<file path="src/rtl/conv_sched_pkg.sv">
// Shared constants for conv_load_sched: FSM state codes, read timeout limit, index width helper.
package conv_sched_pkg;

  localparam logic [2:0] S_IDLE      = 3'd0;
  localparam logic [2:0] S_LD_BIAS   = 3'd1;
  localparam logic [2:0] S_LD_WEIGHT = 3'd2;
  localparam logic [2:0] S_COMPUTE   = 3'd3;
  localparam logic [2:0] S_DONE      = 3'd4;

  localparam int unsigned TIMEOUT_LIM = 255;

  // Index width for a count of n; a single-valued index still needs one bit.
  function automatic int unsigned idx_w(input int unsigned n);
    return (n > 1) ? $clog2(n) : 1;
  endfunction

  localparam int unsigned DEF_BATCH_W   = idx_w(3);
  localparam int unsigned DEF_CHANNEL_W = idx_w(1);
  localparam int unsigned DEF_PIXEL_W   = idx_w(64);

endpackage

</file>
<file path="src/rtl/nest_counter.sv">
// Three-level nested counter (level 0 fastest) with clear, enable,
// per-level roll-over flags and a flag marking the very last count.
module nest_counter
  import conv_sched_pkg::*;
#(
  parameter int unsigned N0 = 64,
  parameter int unsigned N1 = 1,
  parameter int unsigned N2 = 3
) (
  input  logic                 clk,
  input  logic                 rst_,
  input  logic                 en,
  input  logic                 clr,
  output logic [idx_w(N0)-1:0] c0,
  output logic [idx_w(N1)-1:0] c1,
  output logic [idx_w(N2)-1:0] c2,
  output logic                 wrap0,
  output logic                 wrap1,
  output logic                 last
);
  localparam int unsigned W0 = idx_w(N0);
  localparam int unsigned W1 = idx_w(N1);
  localparam int unsigned W2 = idx_w(N2);

  assign wrap0 = (c0 == W0'(N0 - 1));
  assign wrap1 = wrap0 && (c1 == W1'(N1 - 1));
  assign last  = wrap1 && (c2 == W2'(N2 - 1));

  always_ff @(posedge clk or negedge rst_) begin
    if (!rst_) begin
      c0 <= '0;
      c1 <= '0;
      c2 <= '0;
    end else if (clr) begin
      c0 <= '0;
      c1 <= '0;
      c2 <= '0;
    end else if (en) begin
      if (wrap0) begin
        c0 <= '0;
        if (wrap1) begin
          c1 <= '0;
          c2 <= last ? '0 : c2 + 1'b1;
        end else begin
          c1 <= c1 + 1'b1;
        end
      end else begin
        c0 <= c0 + 1'b1;
      end
    end
  end

endmodule

</file>
<file path="src/rtl/conv_load_sched.sv">
// Loads biases then weights from parameter memory into the weight array, then paces compute steps.
// Optional read timeout with sticky err is enabled by defining SCHED_TIMEOUT_EN.
module conv_load_sched
  import conv_sched_pkg::*;
#(
  parameter int unsigned BIT     = 32,
  parameter int unsigned CHANNEL = 1,
  parameter int unsigned COL     = 8,
  parameter int unsigned ROW     = 8,
  parameter int unsigned F_COL   = 3,
  parameter int unsigned F_ROW   = 3,
  parameter int unsigned BATCH   = 3,
  parameter int unsigned ADDR_W  = 16
) (
  input  logic                          clk,
  input  logic                          rst_,
  input  logic                          start,
  input  logic                          abort,
  input  logic [ADDR_W-1:0]             bias_base,
  input  logic [ADDR_W-1:0]             weight_base,
  output logic                          mem_rd,
  output logic [ADDR_W-1:0]             mem_addr,
  input  logic                          mem_rvalid,
  input  logic [BIT-1:0]                mem_rdata,
  output logic                          control_bias,
  output logic                          control_weight,
  output logic [BIT-1:0]                param_data,
  output logic                          step_valid,
  input  logic                          step_ready,
  output logic [idx_w(BATCH)-1:0]       cur_batch,
  output logic [idx_w(CHANNEL)-1:0]     cur_channel,
  output logic [idx_w(ROW*COL)-1:0]     cur_pixel,
  output logic                          ready_fb,
  output logic                          fb_bias,
  output logic                          busy,
  output logic                          done,
  output logic                          err
);
  // state     | meaning
  // IDLE      | waiting for start
  // LD_BIAS   | fetching BATCH bias words, one read outstanding
  // LD_WEIGHT | fetching filter taps in tap/channel/batch order
  // COMPUTE   | offering steps, pixel fastest, then channel, then batch
  // DONE      | one-cycle completion pulse
  localparam int unsigned TAPS = F_ROW * F_COL;

  logic [2:0]              state;
  logic                    pending;
  logic                    to_fire;
  logic                    ld_last;
  logic [ADDR_W-1:0]       bias_b, weight_b, idx, idx_nx, cur_base;
  logic                    w_en, w_clr, w_wrap0, w_wrap1, w_last;
  logic [idx_w(TAPS)-1:0]  w_c0;
  logic [idx_w(CHANNEL)-1:0] w_c1;
  logic [idx_w(BATCH)-1:0] w_c2;
  logic                    s_en, s_clr, s_wrap0, s_wrap1, s_last;
  logic                    unused_cnt;

  assign idx_nx   = idx + 1'b1;
  assign cur_base = (state == S_LD_BIAS) ? bias_b : weight_b;
  assign ld_last  = (state == S_LD_BIAS) ? (idx == ADDR_W'(BATCH - 1)) : w_last;

  assign w_en  = (state == S_LD_WEIGHT) && pending && mem_rvalid && !abort;
  assign w_clr = abort || (state != S_LD_WEIGHT);
  assign s_en  = (state == S_COMPUTE) && step_valid && step_ready && !abort;
  assign s_clr = abort || (state != S_COMPUTE);

  nest_counter #(.N0(TAPS), .N1(CHANNEL), .N2(BATCH)) u_weight_cnt (
    .clk(clk), .rst_(rst_), .en(w_en), .clr(w_clr),
    .c0(w_c0), .c1(w_c1), .c2(w_c2),
    .wrap0(w_wrap0), .wrap1(w_wrap1), .last(w_last)
  );

  // The step counter registers are the index outputs themselves.
  nest_counter #(.N0(ROW * COL), .N1(CHANNEL), .N2(BATCH)) u_step_cnt (
    .clk(clk), .rst_(rst_), .en(s_en), .clr(s_clr),
    .c0(cur_pixel), .c1(cur_channel), .c2(cur_batch),
    .wrap0(s_wrap0), .wrap1(s_wrap1), .last(s_last)
  );

  assign unused_cnt = ^{w_c0, w_c1, w_c2, w_wrap0, w_wrap1, s_wrap0};

`ifdef SCHED_TIMEOUT_EN
  logic [7:0] to_cnt;

  // Down-counter reloads whenever no read is waiting; terminal count 1 marks the last allowed cycle.
  assign to_fire = pending && !mem_rvalid && (to_cnt == 8'd1);

  always_ff @(posedge clk or negedge rst_) begin
    if (!rst_)
      to_cnt <= 8'(TIMEOUT_LIM);
    else if (abort || !pending || mem_rvalid)
      to_cnt <= 8'(TIMEOUT_LIM);
    else
      to_cnt <= to_cnt - 8'd1;
  end

  always_ff @(posedge clk or negedge rst_) begin
    if (!rst_)
      err <= 1'b0;
    else if (to_fire && !abort)
      err <= 1'b1;
  end
`else
  assign to_fire = 1'b0;
  assign err     = 1'b0;
`endif

  always_ff @(posedge clk or negedge rst_) begin
    if (!rst_) begin
      state          <= S_IDLE;
      pending        <= 1'b0;
      bias_b         <= '0;
      weight_b       <= '0;
      idx            <= '0;
      mem_rd         <= 1'b0;
      mem_addr       <= '0;
      control_bias   <= 1'b0;
      control_weight <= 1'b0;
      param_data     <= '0;
      step_valid     <= 1'b0;
      ready_fb       <= 1'b0;
      fb_bias        <= 1'b0;
      busy           <= 1'b0;
      done           <= 1'b0;
    end else begin
      mem_rd         <= 1'b0;
      control_bias   <= 1'b0;
      control_weight <= 1'b0;
      ready_fb       <= 1'b0;
      done           <= 1'b0;
      if (abort) begin
        state      <= S_IDLE;
        pending    <= 1'b0;
        idx        <= '0;
        mem_addr   <= '0;
        param_data <= '0;
        step_valid <= 1'b0;
        fb_bias    <= 1'b0;
        busy       <= 1'b0;
      end else begin
        case (state)
          S_IDLE: begin
            if (start) begin
              bias_b   <= bias_base;
              weight_b <= weight_base;
              idx      <= '0;
              state    <= S_LD_BIAS;
              busy     <= 1'b1;
              mem_rd   <= 1'b1;
              mem_addr <= bias_base;
              pending  <= 1'b1;
            end
          end
          S_LD_BIAS, S_LD_WEIGHT: begin
            if (pending && mem_rvalid) begin
              control_bias   <= (state == S_LD_BIAS);
              control_weight <= (state == S_LD_WEIGHT);
              param_data     <= mem_rdata;
              if (!ld_last) begin
                idx      <= idx_nx;
                mem_rd   <= 1'b1;
                mem_addr <= cur_base + idx_nx;
              end else if (state == S_LD_BIAS) begin
                state    <= S_LD_WEIGHT;
                idx      <= '0;
                mem_rd   <= 1'b1;
                mem_addr <= weight_b;
              end else begin
                state    <= S_COMPUTE;
                idx      <= '0;
                pending  <= 1'b0;
                fb_bias  <= 1'b1;
              end
            end else if (to_fire) begin
              state   <= S_IDLE;
              pending <= 1'b0;
              idx     <= '0;
              busy    <= 1'b0;
              done    <= 1'b1;
            end
          end
          S_COMPUTE: begin
            if (!step_valid) begin
              step_valid <= 1'b1;
            end else if (step_ready) begin
              ready_fb <= s_wrap1;
              if (s_last) begin
                state      <= S_DONE;
                step_valid <= 1'b0;
                fb_bias    <= 1'b0;
                done       <= 1'b1;
              end
            end
          end
          S_DONE: begin
            state <= S_IDLE;
            busy  <= 1'b0;
          end
          default: begin
            state <= S_IDLE;
            busy  <= 1'b0;
          end
        endcase
      end
    end
  end

endmodule

</file>
<file path="config.mk">
export PLATFORM = sky130hd
export DESIGN_NAME = conv_load_sched
export DESIGN_NICKNAME = d
export VERILOG_FILES = /design/src/rtl/conv_sched_pkg.sv /design/src/rtl/nest_counter.sv /design/src/rtl/conv_load_sched.sv
export SDC_FILE = /design/constraint.sdc
export NUM_CORES = 1
export LEC_CHECK = 0
export CORE_UTILIZATION = 47
export DETAILED_ROUTE_END_ITERATION = 10
export PLACE_DENSITY_LB_ADDON = 0.05
export RECOVER_POWER = 100
export SLEW_MARGIN = 0
export SYNTH_ARGS = -nofsm -noshare
export SYNTH_HDL_FRONTEND = slang
export SYNTH_HIERARCHICAL = 1
export SYNTH_SLANG_ARGS = --single-unit
</file>
<file path="constraint.sdc">
create_clock -name clk -period 3.26 [get_ports clk]
set_clock_uncertainty 0.05 [all_clocks]
set_input_delay 0.652 -clock clk [delete_from_list [all_inputs] [get_ports clk]]
set_output_delay 0.652 -clock clk [all_outputs]
set_load 0.05 [all_outputs]
</file>
After elaboration in Yosys (flattened, before gate mapping)
Cells that the tools add are included.
{"block": "op_classes", "n_eq_ne": 19, "reduce_logical": 40, "add_sub_neg": 8, "n_bitwise": 3, "mux": 91}
{"operator": "16-bit 2-to-1 mux", "count": 10}
{"operator": "32-bit 2-to-1 mux", "count": 3}
{"operator": "16-bit one-hot mux with 2 select lines", "count": 2}
{"operator": "1-bit 2-to-1 mux", "count": 48}
{"operator": "3-bit 2-to-1 mux", "count": 7}
{"operator": "2-bit 2-to-1 mux", "count": 10}
{"operator": "6-bit 2-to-1 mux", "count": 3}
{"operator": "3-bit != test (second input constant)", "count": 6}
{"operator": "2-bit nonzero test", "count": 9}
{"operator": "16-bit by 1-bit adder with 16-bit output (second input constant)", "count": 1}
{"operator": "16-bit adder", "count": 1}
{"operator": "16-bit by 2-bit == test with 1-bit output (second input constant)", "count": 1}
{"operator": "4-bit 2-to-1 mux", "count": 3}
{"operator": "3-bit AND reduction", "count": 4}
{"operator": "1-bit logical AND", "count": 11}
{"operator": "3-bit by 2-bit != test with 1-bit output (second input constant)", "count": 3}
{"operator": "3-bit one-hot mux with 3 select lines", "count": 1}
{"operator": "1-bit one-hot mux with 2 select lines", "count": 4}
{"operator": "2-bit AND reduction", "count": 4}
{"operator": "7-bit AND reduction", "count": 1}
{"operator": "6-bit by 1-bit adder with 6-bit output (second input constant)", "count": 1}
{"operator": "3-bit by 2-bit == test with 1-bit output (second input constant)", "count": 2}
{"operator": "6-bit == test (second input constant)", "count": 1}
{"operator": "6-bit AND reduction", "count": 1}
{"operator": "17 further kinds", "count": 24}
{"block": "word_totals", "out_inout_bits": 66, "inputBits": 70, "regBits": 124, "elab_cells": 182}

Logic depth before layout (Yosys ltp)
Gate-level depths: netlist of run 1.
{"block": "logic_depth", "ltp_word": 8, "depth_mapped": 17, "depth_no_buf": 14}

Cells and area by module
Netlist of run 1, hierarchy kept.
{"mod": "conv_load_sched", "area_per_inst_um2": 5704.2, "seq_area_each_um2": 2702.6, "n_inst": 1, "cells_per_inst": 631}
{"mod": "nest_counter (u_step_cnt)", "area_per_inst_um2": 450.4, "seq_area_each_um2": 225.2, "n_inst": 1, "cells_per_inst": 45}
{"mod": "nest_counter (u_weight_cnt)", "area_per_inst_um2": 406.6, "seq_area_each_um2": 175.2, "n_inst": 1, "cells_per_inst": 41}

Worst setup path before layout of run 1
No wires, ideal clock.
{"block": "synth_path", "path_type": "reg-to-reg", "start": "register state[0]", "end": "register mem_addr[14]", "t_arrival_ns": 2.977, "synth_period_minus_slack_ns": 3.167, "path_stages_with_launch": 17, "required_ns": 3.071, "setup_ns": 0.139, "path_buffers": 3, "slack_ns": 0.093, "cell_sequence": "dfrtp_1 > buf_2 > nand2_1 > buf_2 > buf_1 > nand2_1 > nand2_1 > ha_1 > inv_1 > fa_1 > nand2b_1 > a21oi_1 > a211oi_1 > o31a_1 > o21ai_0 > xnor2_1 > a41oi_1"}
{"block": "synth_via", "elab_chain_len": 7, "elab_cells_between_ends": 16, "classes_between": "add/sub (1); eq/ne (5); mux (6); reduce/logical (4)"}
{"item": "start, declared", "line": "conv_load_sched.sv:47", "rtl": "logic [2:0] state;"}
{"item": "start signal, assigned", "line": "conv_load_sched.sv:111", "rtl": "state <= S_IDLE;"}
{"item": "start signal, assigned", "line": "conv_load_sched.sv:133", "rtl": "state <= S_IDLE;"}
{"item": "start signal, assigned", "line": "conv_load_sched.sv:148", "rtl": "state <= S_LD_BIAS;"}
{"item": "3-bit by 1-bit == test with 1-bit output"}
{"item": "16-bit 2-to-1 mux", "line": "conv_load_sched.sv:60", "rtl": "assign cur_base = (state == S_LD_BIAS) ? bias_b : weight_b;"}
{"item": "16-bit adder", "line": "conv_load_sched.sv:163", "rtl": "mem_addr <= cur_base + idx_nx;"}
{"item": "16-bit 2-to-1 mux", "line": "conv_load_sched.sv:160", "rtl": "if (!ld_last) begin"}
{"item": "16-bit 2-to-1 mux", "line": "conv_load_sched.sv:156", "rtl": "if (pending && mem_rvalid) begin"}
{"item": "16-bit one-hot mux with 2 select lines", "line": "conv_load_sched.sv:142", "rtl": "case (state)"}
{"item": "16-bit 2-to-1 mux", "line": "conv_load_sched.sv:132", "rtl": "if (abort) begin"}
{"item": "end signal, assigned", "line": "conv_load_sched.sv:151", "rtl": "mem_addr <= bias_base;"}
{"item": "end signal, assigned", "line": "conv_load_sched.sv:163"}
{"item": "end signal, assigned", "line": "conv_load_sched.sv:168", "rtl": "mem_addr <= weight_b;"}
{"item": "end, declared", "line": "conv_load_sched.sv:22", "rtl": "output logic [ADDR_W-1:0] mem_addr,"}
Parallel ways exist; a longest one is shown, timed or not. The select of a mux whose other input is x is not followed.
A chain may end at the register's enable or synchronous reset.

Worst setup path after layout of run 1
{"block": "layout_path", "start": "register state[2]", "end": "register mem_addr[12]"}
The elaborated chain is that of the path after synthesis.

==> results of run 1 <==
[cell families after synthesis]
kind of cell             synth area share (%)
other                                  0.0572
XOR/XNOR                                 4.27
buffers and inverters                    3.55
AO/OA/AOI/OAI                            17.5
multiplexers                             1.41
flip-flops                               47.3
adder cells (fa/ha/maj)                  4.12
AND/OR/NAND/NOR                          21.8
[critical path: stages (launching register included)]
cell,delay [ns]
dfrtp_1,0.44
nor2_1,0.19
nand2_1,0.21
nand2_1,0.13
nand2_1,0.06
ha_1,0.21
inv_1,0.07
fa_1,0.20
nand2b_1,0.14
a21oi_1,0.08
a211oi_2,0.32
o21ai_1,0.16
a221oi_1,0.32
xor2_1,0.21
o211ai_1,0.11
[routing by layer]
metal | routed length [um] | part of all wire, %
met1 | 8160 | 46
met2 | 7950 | 45
met3 | 1340 | 7.6
met4 | 212 | 1.2
met5 | 0 | 0
[flip-flops by register name, indices dropped and copies added, names as in the netlist, 2 cells and up]
register	cells
bias_b	16
idx	16
mem_addr	16
param_data	32
state	3
u_step_cnt/c0	6
u_step_cnt/c2	2
u_weight_cnt/c0	4
u_weight_cnt/c2	2
weight_b	16
[layout make-up]
cell class                      instances  area, um^2
Inverter                               11        41.3
Timing Repair Buffer                  157        1480
Multi-Input combinational cell        547        3230
Clock inverter                         12         146
Sequential cell                       124        3100
Fill cell                            1177        4790
Clock buffer                           20         447
Tap cell                              176         220
[where the power goes]
part / total (mW) / switching, mW / internal (mW)
Sequential: 2.17 / 0.271 / 1.90
Clock: 1.89 / 0.679 / 1.21
Combinational: 2.62 / 1.70 / 0.922
Total: 6.69 / 2.65 / 4.04
[final timing paths]
| kind | from | cells after the start | end | slack (ns) |
|---|---|---|---|---|
| min in group asynchronous | rst_ | 1 | idx[8] | 0.44 |
| max | state[2] | 14 | mem_addr[12] | 0.22 |
| min reg2reg | bias_b[13] | 1 | bias_b[13] | 0.43 |
| max reg2reg | state[2] | 14 | mem_addr[12] | 0.22 |
| min | bias_b[13] | 1 | bias_b[13] | 0.43 |
| max in group asynchronous | rst_ | 2 | bias_b[8] | 0.92 |
[through the flow]
step / setup WS, ns / hold slack [ns]
4_1_cts: 0.166 / 0.228
3_3_place_gp: 0.188 / 0.410
3_5_place_dp: 0.0211 / 0.413
2_1_floorplan: 0.0933 / 0.306
6_report: 0.220 / 0.427
5_1_grt: -0.00116 / 0.458
[timing repair]
| item | 4_1_cts | 5_1_grt |
|---|---|---|
| resized for setup | 1 | 5 |
| buffers inserted | 0 | 0 |
| endpoints found under the setup margin | 1 | 3 |
| pin swaps | 0 | 0 |
| gates cloned | 0 | 0 |
| hold buffers | 0 | 0 |
[cell usage after synthesis, types with 6 or more instances]
cell and n:
nand2_1 206, dfrtp_1 124, a21oi_1 48, nor2_1 41
o21ai_0 28, a22o_1 26, ha_1 20, xnor2_1 19
clkbuf_1 14, xor2_1 13, buf_2 11, inv_1 11
a21o_1 8, nand2b_1 8, mux2i_1 7, nand3_1 7
a211oi_1 6, and2_1 6, nor3_1 6, o211ai_1 6
==> impl_metrics.yaml, run 1 <==
clock_tree:
  cts_buffer_depth: 2
  clk_pin_slew_ns: 0.05
  clkLatencyLatePin_ns: 0.42
  numCtsBuffers: 17
  cts_tree: "yes"
  cts_root_buf: "clkbuf_16"
  h-tree-depth: 4
  cts.sinks: 124
synthesis:
  synth_area_leaders: "dfrtp_1, nand2_1, ha_1"
  synth_cell_types: 73
  ys.flop_type: "dfrtp_1"
  ys_ff_latch: 124
  syn-instance-count: 717
  netlist.area_leader.share_pct: 47.3
  synth_edf_count: 0
  syn_area_um2: 6560
  synth-seq-area-share_pct: 47.3
  yosys_warnings: 6
  async_reset_ff_share_pct: 100
  synth.avg_cell_area_um2: 9.15
  synth_largest_area_cell: "dfrtp_1"
  synth_nets: 808
floorplanning:
  coreArea_um2: 13500
  dieArea_um2: 14400
  initial_utilization_pct: 48.8
  row_count: 42
  die_h_um: 120
  dieWidth_um: 120
  ioPinCount: 136
route:
  wire_per_inst_um: 16.9
  drt-initial-drc-count: 480
  routed-via-count: 5815
  viasPerCell: 5.55
  first_pass_iters: 5
  finalWirelength_um: 17700
  drc: 0
  ant_nets: 0
power_and_ir_drop:
  p_total_mw: 6.69
  peakVddDrop_v: 0.000572
  power.leakage_nw: 4.15
  p_per_area_nw_per_um2: 772
timing:
  period_share_pct: 93.2
  setup_viol: 0
  max_freq_mhz: 329
  tightest_slew_ns: 1.27
  setup-tns-final_ns: 0
  layout_min_cycle_time_ns: 3.04
  maxSlewViolCount: 0
  maxSlewHeadroom_pct: 15.6
  finalHoldViolations: 0
finish:
  final_common_cell: "nand2_1"
  final_area_um2: 8670
  nNetsFinal: 949
  final_cells: 1047
  layout-drive-gt1-share_pct: 7.69
  syn_to_final_growth_pct: 32.1
  final_cell_mix: "nand2_1, dfrtp_1, clkdlybuf4s50_1, dlygate4sd3_1, a21oi_1"
  final_core_util_pct: 64.4
  diodes: 0
global_routing:
  antenna_found_initial: 0
  top_usage_layer: "met2"
  track_usage_pct: 25.9
  grt_max_degree: 78
  grtUsageMet1_pct: 36.2
  use_met3_pct: 7.37
  grt_pass1_vias: 5660
  grt_pass1_wl_um: 28900
  grt_overflow_total: 0
  met2_usage_pct: 39.2
setup_path:
  path_class: "flip-flop to flip-flop"
  cp_max_fo: 8
  end_kind: "flip-flop"
  worst_setup_path_start_kind: "flip-flop"
  cp.arrival_ns: 3.27
  cp.required_ns: 3.49
placed_design:
  dp_cells: 1015
  numPortBuffers: 134
  place_area_um2: 8120
  globalplace.congestion: 0.880
  place_hpwl_um: 12600
status:
  status: "complete, no violations"
min_path:
  hold_path.class: "flip-flop to flip-flop"
job:
  cap_violations: 0
(Power assumes the default switching activity.)
==> run 2: changes to the inputs <==
--- a/config.mk
+++ b/config.mk
@@ -5,7 +5,8 @@
 export SDC_FILE = /design/constraint.sdc
 export NUM_CORES = 1
 export LEC_CHECK = 0
-export CORE_UTILIZATION = 47
+export CORE_UTILIZATION = 48
+export CTS_BUF_LIST = sky130_fd_sc_hd__clkbuf_8
 export DETAILED_ROUTE_END_ITERATION = 10
 export PLACE_DENSITY_LB_ADDON = 0.05
 export RECOVER_POWER = 100
==> impl_metrics.yaml, run 2 (synthesized netlist as in run 1, its figures left out) <==
placed_design:
  numPortBuffers: 134
  place_area_um2: 8150
  globalplace.congestion: 0.892
  place_hpwl_um: 12700
clock_tree:
  cts_root_buf: "clkbuf_8"
  clk_pin_slew_ns: 0.07
  cts_tree: "yes"
  clkLatencyLatePin_ns: 0.46
  cts.sinks: 124
  h-tree-depth: 4
  cts_buffer_depth: 2
  numCtsBuffers: 17
finish:
  syn_to_final_growth_pct: 29.6
  fillers: 1132
  layout-drive-gt1-share_pct: 8.79
  final_cell_mix: "nand2_1, dfrtp_1, clkdlybuf4s50_1, dlygate4sd3_1, a21oi_1"
  nNetsFinal: 954
  largest_reg_flops: 32
  final_common_cell: "nand2_1"
  top_register: "param_data"
  final_area_um2: 8500
  diodes: 0
route:
  viasPerCell: 5.42
  drc: 0
  ant_nets: 0
  finalWirelength_um: 17600
  drt-initial-drc-count: 333
  wire_per_inst_um: 16.7
  routed-via-count: 5698
  first_pass_iters: 4
setup_path:
  cp_max_fo: 7
  r2r-end: "mem_addr[15]"
  r2r-start: "idx[0]"
  reg2reg_depth: 12
  slowest_stage: "dfrtp_1"
  critPathMaxStageDelay_ns: 0.48
  end_kind: "flip-flop"
  worstPathCellList: "ha_1 -> and3_1 -> and4_1 -> and3_1 -> xor2_1 -> ha_1 -> nand2_1 -> nor2_1 -> a211oi_1 -> o21ai_0 -> xnor2_1 -> o211ai_1"
  crit_buf_inv: 0
  regToRegSetupSlack_ns: 0.24
  cp.arrival_ns: 3.33
  critPathTopFamily: "simple AND/OR/NAND/NOR gates"
  cp.required_ns: 3.57
  worst_setup_path_start_kind: "flip-flop"
  path_class: "flip-flop to flip-flop"
global_routing:
  grt_pass1_vias: 5598
  antenna_found_initial: 0
  track_usage_pct: 26.2
  grt_overflow_total: 0
  grt_pass1_wl_um: 28600
  grt_max_degree: 62
floorplanning:
  row_count: 42
  coreArea_um2: 13300
  initial_utilization_pct: 49.4
  ioPinCount: 136
  dieWidth_um: 119
  die_h_um: 119
  dieArea_um2: 14100
timing:
  period_share_pct: 92.7
  maxSlewViolCount: 62
  setup-tns-final_ns: 0
  setup_viol: 0
  max_freq_mhz: 331
  whs_ns: 0.438
  tightest_slew_ns: 1.63
  layout_min_cycle_time_ns: 3.02
  finalHoldViolations: 0
  rsz0062_at_grt: "false"
  maxSlewHeadroom_pct: -8.42
min_path:
  hold_depth: 1
  hold_path.class: "flip-flop to flip-flop"
  min_to: "bias_b[13]"
  min_from: "bias_b[13]"
power_and_ir_drop:
  p_per_area_nw_per_um2: 728
  p_total_mw: 6.19
  peakVddDrop_v: 0.000469
  power.leakage_nw: 4.07
status:
  status: "finished with violations"
  violations: "max-capacitance violations, max-slew violations"
job:
  cap_violations: 1
run 2: layer usage:
layer	wire length (um)	GRT usage (%)
met5	0	0
met4	300	9.26
met3	1080	6.70
met2	8000	39.6
met1	8230	36.3
run 2: cell type report:
type | instances | area (um^2) | area share (%)
clock buffer | 17 | 234 | 2.75
clock inverter | 15 | 166 | 1.96
inverter | 11 | 41.3 | 0.486
multi-input combinational | 547 | 3230 | 37.9
sequential | 124 | 3110 | 36.5
tap | 176 | 220 | 2.59
timing repair buffer | 162 | 1510 | 17.7
run 2: worst max-delay path by stage:
stage / start / to / slack (ns) / cells past startpoint
after floorplan: state[0] / mem_addr[14] / 0.09 / 16
after global placement: state[1] / mem_addr[12] / 0.18 / 14
after detailed placement: state[1] / mem_addr[12] / 0.13 / 14
after CTS: state[1] / mem_addr[12] / 0.13 / 14
after global routing: state[1] / mem_addr[14] / 0.005 / 13
final: idx[0] / mem_addr[15] / 0.24 / 12
run 2: power breakdown:
part	leakage [nW]	total [mW]	switching, mW	internal (mW)
clock	0.199	1.38	0.685	0.692
combinational	2.23	2.65	1.72	0.924
sequential	1.65	2.17	0.267	1.90
total	4.07	6.19	2.67	3.52
run 2: timing repair:
action / in CTS / in global routing
setup endpoints to repair: 0 / 6
gates resized for setup: 0 / 5
hold buffers: 0 / 0
buffers inserted: 0 / 2
run 2: through the flow:
| step | std cells | utilization [%] | worst slack (ns) |
|---|---|---|---|
| after floorplan | 717 | - | 0.0933 |
| after global placement | 1018 | 61.3 | 0.185 |
| after detailed placement | 1018 | 61.3 | 0.134 |
| after CTS | 1050 | 64.3 | 0.131 |
| after global routing | 1052 | 63.9 | 0.00470 |
| final | 1052 | 63.9 | 0.239 |
==> run 3: changes to the inputs <==
--- a/config.mk
+++ b/config.mk
@@ -10,7 +10,6 @@
 export DETAILED_ROUTE_END_ITERATION = 10
 export PLACE_DENSITY_LB_ADDON = 0.05
 export RECOVER_POWER = 100
-export SLEW_MARGIN = 0
 export SYNTH_ARGS = -nofsm -noshare
 export SYNTH_HDL_FRONTEND = slang
 export SYNTH_HIERARCHICAL = 1
==> results of run 3 <==
Same layout as run 2: the final DEF is identical, and so are final timing and power.
